## src/rtl/hazard_ctrl.sv

```systemverilog
// ---------------------------------------------------------------------------
// hazard_ctrl
//   Pipeline hazard and stall sequencer for the 5-stage RISC-V core
//   (IF/ID/EX/MEM/WB). Resolves the hazards that forwarding cannot cover:
//   data-memory wait, multi-cycle mul/div in EX, taken branch in EX and
//   load-use between EX and ID. Each cycle it raises per-stage stall (hold the
//   pipeline register) and flush (insert a bubble) controls.
//
//   Priority, highest first: MEM wait, mul/div, taken branch, load-use.
//
// Parameters
//   REGISTER_ADDR_WIDTH  register index width
//   MEM_TIMEOUT          consecutive dmem wait cycles before the sticky
//                        timeout flag is raised (>= 2)
//
// Ports
//   clk, rst                      clock (rising edge), async active-high reset
//   rs1_ID, rs2_ID                source registers of the ID instruction
//   rs1_used_ID, rs2_used_ID      ID instruction actually reads rs1 / rs2
//   rd_EX, mem_read_EX            destination / load flag of the EX instruction
//   branch_taken_EX               EX resolved a taken branch or jump
//   md_start_EX, md_done          mul/div op in EX / its result is valid
//   dmem_req_MEM, dmem_ready      MEM data-memory request / completion
//   stall_IF..stall_MEM           hold PC, IF/ID, ID/EX, EX/MEM registers
//   flush_ID..flush_WB            bubble into IF/ID, ID/EX, EX/MEM, MEM/WB
//   mem_timeout_err               sticky dmem timeout flag
//   ctrl_state                    FSM state (0 = run, 1 = mul/div wait)
//   loaduse_cnt, md_stall_cnt,
//   mem_stall_cnt, branch_flush_cnt
//                                 32-bit wrapping event counters
//
// Configuration
//   HAZARD_PERF_CNT_EN  when defined, the four event counters are built and
//                       count the cycles in which their hazard case is the
//                       active one; when undefined the ports read 0 and no
//                       counter flops exist.
// ---------------------------------------------------------------------------
module hazard_ctrl #(
  parameter int REGISTER_ADDR_WIDTH = 5,
  parameter int MEM_TIMEOUT         = 64
) (
  input  logic                           clk,
  input  logic                           rst,
  input  logic [REGISTER_ADDR_WIDTH-1:0] rs1_ID,
  input  logic [REGISTER_ADDR_WIDTH-1:0] rs2_ID,
  input  logic                           rs1_used_ID,
  input  logic                           rs2_used_ID,
  input  logic [REGISTER_ADDR_WIDTH-1:0] rd_EX,
  input  logic                           mem_read_EX,
  input  logic                           branch_taken_EX,
  input  logic                           md_start_EX,
  input  logic                           md_done,
  input  logic                           dmem_req_MEM,
  input  logic                           dmem_ready,
  output logic                           stall_IF,
  output logic                           stall_ID,
  output logic                           stall_EX,
  output logic                           stall_MEM,
  output logic                           flush_ID,
  output logic                           flush_EX,
  output logic                           flush_MEM,
  output logic                           flush_WB,
  output logic                           mem_timeout_err,
  output logic [1:0]                     ctrl_state,
  output logic [31:0]                    loaduse_cnt,
  output logic [31:0]                    md_stall_cnt,
  output logic [31:0]                    mem_stall_cnt,
  output logic [31:0]                    branch_flush_cnt
);

  localparam logic [1:0] S_RUN     = 2'd0;
  localparam logic [1:0] S_MD_WAIT = 2'd1;

  localparam int                CNT_W       = $clog2(MEM_TIMEOUT + 1);
  localparam logic [CNT_W-1:0]  TIMEOUT_VAL = CNT_W'(MEM_TIMEOUT);
  localparam logic [CNT_W-1:0]  TIMEOUT_PRE = CNT_W'(MEM_TIMEOUT - 1);

  logic [1:0]       state_q, state_d;
  logic [CNT_W-1:0] waitCnt_q, waitCnt_d;
  logic             timeoutErr_q, timeoutErr_d;

  logic memWait;
  logic mdNeed;
  logic loadUse;
  logic memCase, mdCase, branchCase, loadUseCase;

  // Raw hazard conditions. The mul/div stall is sustained by the wait state
  // so that md_start_EX is only consulted on entry from S_RUN.
  always_comb begin
    memWait = dmem_req_MEM & ~dmem_ready;
    mdNeed  = 1'b0;
    if (state_q == S_RUN) begin
      mdNeed = md_start_EX & ~md_done;
    end else if (state_q == S_MD_WAIT) begin
      mdNeed = ~md_done;
    end
    loadUse = mem_read_EX & (rd_EX != '0) &
              ((rs1_used_ID & (rs1_ID == rd_EX)) |
               (rs2_used_ID & (rs2_ID == rd_EX)));
  end

  // One-hot selection of the single active hazard case. A branch only acts
  // when EX is not stalled, which is guaranteed once MEM wait and mul/div are
  // excluded; it also discards the ID instruction, so it beats load-use.
  always_comb begin
    memCase     = memWait;
    mdCase      = ~memWait & mdNeed;
    branchCase  = ~memWait & ~mdNeed & branch_taken_EX;
    loadUseCase = ~memWait & ~mdNeed & ~branch_taken_EX & loadUse;
  end

  // Outputs are forced low while reset is held so nothing stalls during or
  // right after an asynchronous reset.
  always_comb begin
    stall_IF  = ~rst & (memCase | mdCase | loadUseCase);
    stall_ID  = ~rst & (memCase | mdCase | loadUseCase);
    stall_EX  = ~rst & (memCase | mdCase);
    stall_MEM = ~rst & memCase;
    flush_ID  = ~rst & branchCase;
    flush_EX  = ~rst & (branchCase | loadUseCase);
    flush_MEM = ~rst & mdCase;
    flush_WB  = ~rst & memCase;
  end

  // Next state: a MEM wait freezes the FSM because the whole pipe is held;
  // illegal encodings fall back to S_RUN.
  always_comb begin
    state_d = S_RUN;
    if (state_q == S_RUN || state_q == S_MD_WAIT) begin
      if (memWait) begin
        state_d = state_q;
      end else if (mdNeed) begin
        state_d = S_MD_WAIT;
      end else begin
        state_d = S_RUN;
      end
    end
  end

  // Wait counter saturates at the timeout value; the error flag is raised on
  // the same edge the counter reaches it and only reset clears it.
  always_comb begin
    waitCnt_d    = '0;
    timeoutErr_d = timeoutErr_q;
    if (memWait) begin
      waitCnt_d = (waitCnt_q >= TIMEOUT_VAL) ? TIMEOUT_VAL : waitCnt_q + 1'b1;
      if (waitCnt_q >= TIMEOUT_PRE) begin
        timeoutErr_d = 1'b1;
      end
    end
  end

  always_ff @(posedge clk or posedge rst) begin
    if (rst) begin
      state_q      <= S_RUN;
      waitCnt_q    <= '0;
      timeoutErr_q <= 1'b0;
    end else begin
      state_q      <= state_d;
      waitCnt_q    <= waitCnt_d;
      timeoutErr_q <= timeoutErr_d;
    end
  end

  assign ctrl_state      = state_q;
  assign mem_timeout_err = timeoutErr_q;

`ifdef HAZARD_PERF_CNT_EN
  logic [31:0] loadUseCnt_q, mdStallCnt_q, memStallCnt_q, branchFlushCnt_q;

  // Event counters, one per hazard case, wrapping at 2^32.
  always_ff @(posedge clk or posedge rst) begin
    if (rst) begin
      loadUseCnt_q     <= '0;
      mdStallCnt_q     <= '0;
      memStallCnt_q    <= '0;
      branchFlushCnt_q <= '0;
    end else begin
      loadUseCnt_q     <= loadUseCnt_q     + {31'd0, loadUseCase};
      mdStallCnt_q     <= mdStallCnt_q     + {31'd0, mdCase};
      memStallCnt_q    <= memStallCnt_q    + {31'd0, memCase};
      branchFlushCnt_q <= branchFlushCnt_q + {31'd0, branchCase};
    end
  end

  assign loaduse_cnt      = loadUseCnt_q;
  assign md_stall_cnt     = mdStallCnt_q;
  assign mem_stall_cnt    = memStallCnt_q;
  assign branch_flush_cnt = branchFlushCnt_q;
`else
  assign loaduse_cnt      = 32'd0;
  assign md_stall_cnt     = 32'd0;
  assign mem_stall_cnt    = 32'd0;
  assign branch_flush_cnt = 32'd0;
`endif

endmodule

```

## config.mk

```make
export PLATFORM = sky130hd
export DESIGN_NAME = hazard_ctrl
export DESIGN_NICKNAME = d
export VERILOG_FILES = /design/src/rtl/hazard_ctrl.sv
export SDC_FILE = /design/constraint.sdc
export NUM_CORES = 1
export LEC_CHECK = 0
export BUFFER_PORTS_ARGS = -buffer_cell sky130_fd_sc_hd__buf_2
export CAP_MARGIN = 20
export CORE_AREA = 5 5 70 72
export DETAILED_ROUTE_END_ITERATION = 6
export DIE_AREA = 0 0 75 77
export PLACE_DENSITY = 0.86
export SYNTH_ARGS = -nofsm -noshare
export SYNTH_HDL_FRONTEND = slang
export SYNTH_SLANG_ARGS = --single-unit
```

## constraint.sdc

```tcl
create_clock -name clk -period 3.36 [get_ports clk]
set_input_delay 0 -clock clk [delete_from_list [all_inputs] [get_ports clk]]
set_output_delay 0 -clock clk [all_outputs]
set_load 0.005 [all_outputs]
```

==> impl_metrics.csv <==
group,metric,value,unit
synth,synth_edf_count,0,
synth,synth_flop_cell,"dfrtp_1",
pwr,power_frac_seq,34.2,%
synth,synth_warnings,0,
placement,port_buffers,34,
status,outcome,"complete, no violations",
routing,detail_route.wl_per_cell,10.4,um
routing,drt_first_pass_iters,4,
setup_path,path_common_cell,"buf_2",
routing,ant_nets,0,
grt,use_met3,5.23,%
clocking,post_cts_resized,0,
final_layout,final_cell_mix,"conb_1, buf_2, xor2_1",
sta,setup_viol_count_final,0,
synth,ys_ff_latch,9,
setup_path,worst_setup_path_start_kind,"input port",
floorplan,core,4230,um2
grt,grt_start_max_net_pins,11,
placement,dp.cells,279,
synth,seq_area_frac_synth,14.3,%
pwr,p_switching,0.000109,W
clocking,cts_buffers,3,
routing,vias,935,
floorplan,dieArea,5780,um2
routing,viasPerCell,3.27,
setup_path,slowest_delay,0.53,ns
pwr,power.leakage,0.845,nW
grt,grt_pass1_wl,3.86,mm
pwr,p_total,0.000331,W
sta,min_period,1.66,ns
final_layout,area_delta_synth_final,-12.7,%
sta,fin_setup_tns,0,ns
synth,netlist_area,1580,um2
routing,remaining_drc_errors,0,
synth,synthArstFlopShare,100,%
pwr,switching_share,32.8,%
final_layout,fillers,469,
grt,grt_antenna_before_repair,3,
floorplan,start_util,37.2,%
pwr,clkPwrFrac,37.5,%
grt,grt_usage,8.96,%
setup_path,path_max_fanout,10,
setup_path,critPathArrivalTime,1.66,ns
floorplan,ios,164,
clocking,ctsLongestPathBuffers,2,
clocking,clk_pin_slew_worst_paths,0.04,ns
floorplan,rows,24,
routing,totalWireLength,2.97,mm
floorplan,fp.dieH,77,um
setup_path,crit_chain,"dlygate4sd3_1 -> buf_2 -> inv_1 -> and3_2 -> and2_1 -> o21bai_1 -> buf_2",
grt,grt_busiest_layer,"met2",
placement,hpwl,2.73,mm
grt,grt_pass1_vias,782,
sta,hold_slack,0.0569,ns
floorplan,die_width,75,um
pwr,p_int,0.000223,W
clocking,clock_latency,0.23,ns
run,drv_cap,0,
setup_path,slowest_stage,"dlygate4sd3_1",
final_layout,nNetsFinal,261,
placement,place_area,1310,um2
sta,fmax,602,MHz
setup_path,critPathCaptureType,"output pin",
clocking,cts_hold_buf,2,
clocking,htree_num_levels,1,
routing,drt_iter0_markers,10,
hold_path,hp-class,"input port to flop",
sta,rsz0062_at_grt,"false",
synth,postSynthCellCount,196,
final_layout,layout_commonest_cell,"conb_1",
grt,grt_remaining_overflow,0,
final_layout,fin_area,1380,um2
pwr,pwr-share-comb,28.2,%
final_layout,drive_above_1_share,17.2,%
clocking,numClockSinks,9,
grt,grt_util_met2,17.2,%
placement,globalplace.congestion,0.696,
pwr,cellPowerDensity,241,nW/um2
sta,finalCritPeriodShare,49.4,%
synth,syn-mean-instance-area,8.04,um2
sta,finalHoldViolations,0,
grt,grtUsageMet1,6.71,%
clocking,post-cts-setup-buffers,0,
setup_path,worstSetupPathType,"input port to output pin",
setup_path,critPathRequiredTime,3.36,ns
clocking,cts-root-buf,"clkbuf_8",
sta,fin_worst_skew,0.00405,ns
synth,synthDistinctLibCells,26,
pwr,peakVddDrop,0.0925,mV
sta,slew_violations,0,
clocking,cts_tree,"built",
final_layout,instances_no_fill,286,
power by group through the flow:
stage                      logic, W  registers [W]  clock network [W]
after floorplan            0.000167       0.000115                  0
after global placement    0.0000856       0.000115                  0
after detailed placement  0.0000866       0.000115                  0
after CTS                 0.0000887       0.000113           0.000126
after global routing       0.000109       0.000114           0.000133
final                     0.0000934       0.000113           0.000124
worst max-delay path, delay by kind of cell:
| kind | cells | cell delay (ns) |
|---|---|---|
| compound gates | 1 | 0.11 |
| simple gates | 2 | 0.44 |
| buf+inv | 4 | 1.10 |
cell usage after synthesis (2+ instances only):
cell type / instances / area [um2]
xor2_1: 10 / 87.6
nor2_1: 9 / 33.8
a21oi_1: 3 / 15.0
buf_4: 131 / 983
nand2b_1: 2 / 12.5
inv_1: 4 / 15.0
ha_1: 2 / 25.0
nand3_1: 2 / 10.0
nand2_1: 2 / 7.51
dfrtp_1: 9 / 225
xnor2_1: 4 / 35.0
nor4_1: 2 / 12.5
o21bai_1: 3 / 22.5
logic make-up (layout without fill, tap and decap cells):
family | count (synthesis) | count (layout) | synth area share (%)
simple gates | 25 | 25 | 8.34
xor+xnor | 14 | 14 | 7.78
buf+inv | 135 | 44 | 63.4
flops | 9 | 9 | 14.3
fa+ha+maj | 2 | 2 | 1.59
compound gates | 10 | 10 | 4.37
other cells | 1 | 130 | 0.238
metal layers:
metal | wire (um) | vias to the layer above
met4 | 42 | 4
li1 | - | 424
met2 | 1580 | 86
met1 | 718 | 412
met5 | 21 | -
met3 | 606 | 9
final cells by class:
cell class	instances	area (um2)	area share, %
Multi-Input combinational cell	180	832	60.5
Tap cell	52	65.1	4.73
Clock buffer	4	45.0	3.28
Timing Repair Buffer	36	190	13.8
Inverter	4	15.0	1.09
Sequential cell	9	225	16.4
Antenna cell	1	2.50	0.182
state kept, by name, indices dropped and copies added (netlist names):
name and flops:
ctrl_state 1, waitCnt_q 7, mem_timeout_err 1
path summary, 6_finish.rpt:
check | to | start | slack (ns) | cells after the start
min in group asynchronous | ctrl_state[0]$_DFFE_PP0N_ | rst | 0.33 | 3
min reg2reg | mem_timeout_err$_DFFE_PP0P_ | mem_timeout_err$_DFFE_PP0P_ | 0.48 | 1
max in group asynchronous | waitCnt_q[6]$_DFF_PP0_ | rst | 2.75 | 3
min | ctrl_state[0]$_DFFE_PP0N_ | md_start_EX | 0.06 | 3
max | flush_EX | rst | 1.70 | 7
max reg2reg | mem_timeout_err$_DFFE_PP0P_ | waitCnt_q[0]$_DFF_PP0_ | 1.93 | 5
stage by stage:
step / worst slack [ns] / utilization [%]
4_1_cts: 1.68 / 32.4
5_1_grt: 1.57 / 32.5
6_report: 1.70 / 32.5
3_5_place_dp: 1.93 / 30.9
3_3_place_gp: 1.99 / 30.9
2_1_floorplan: 2.01 / -
No activity file was read; power rests on OpenSTA's default activity.
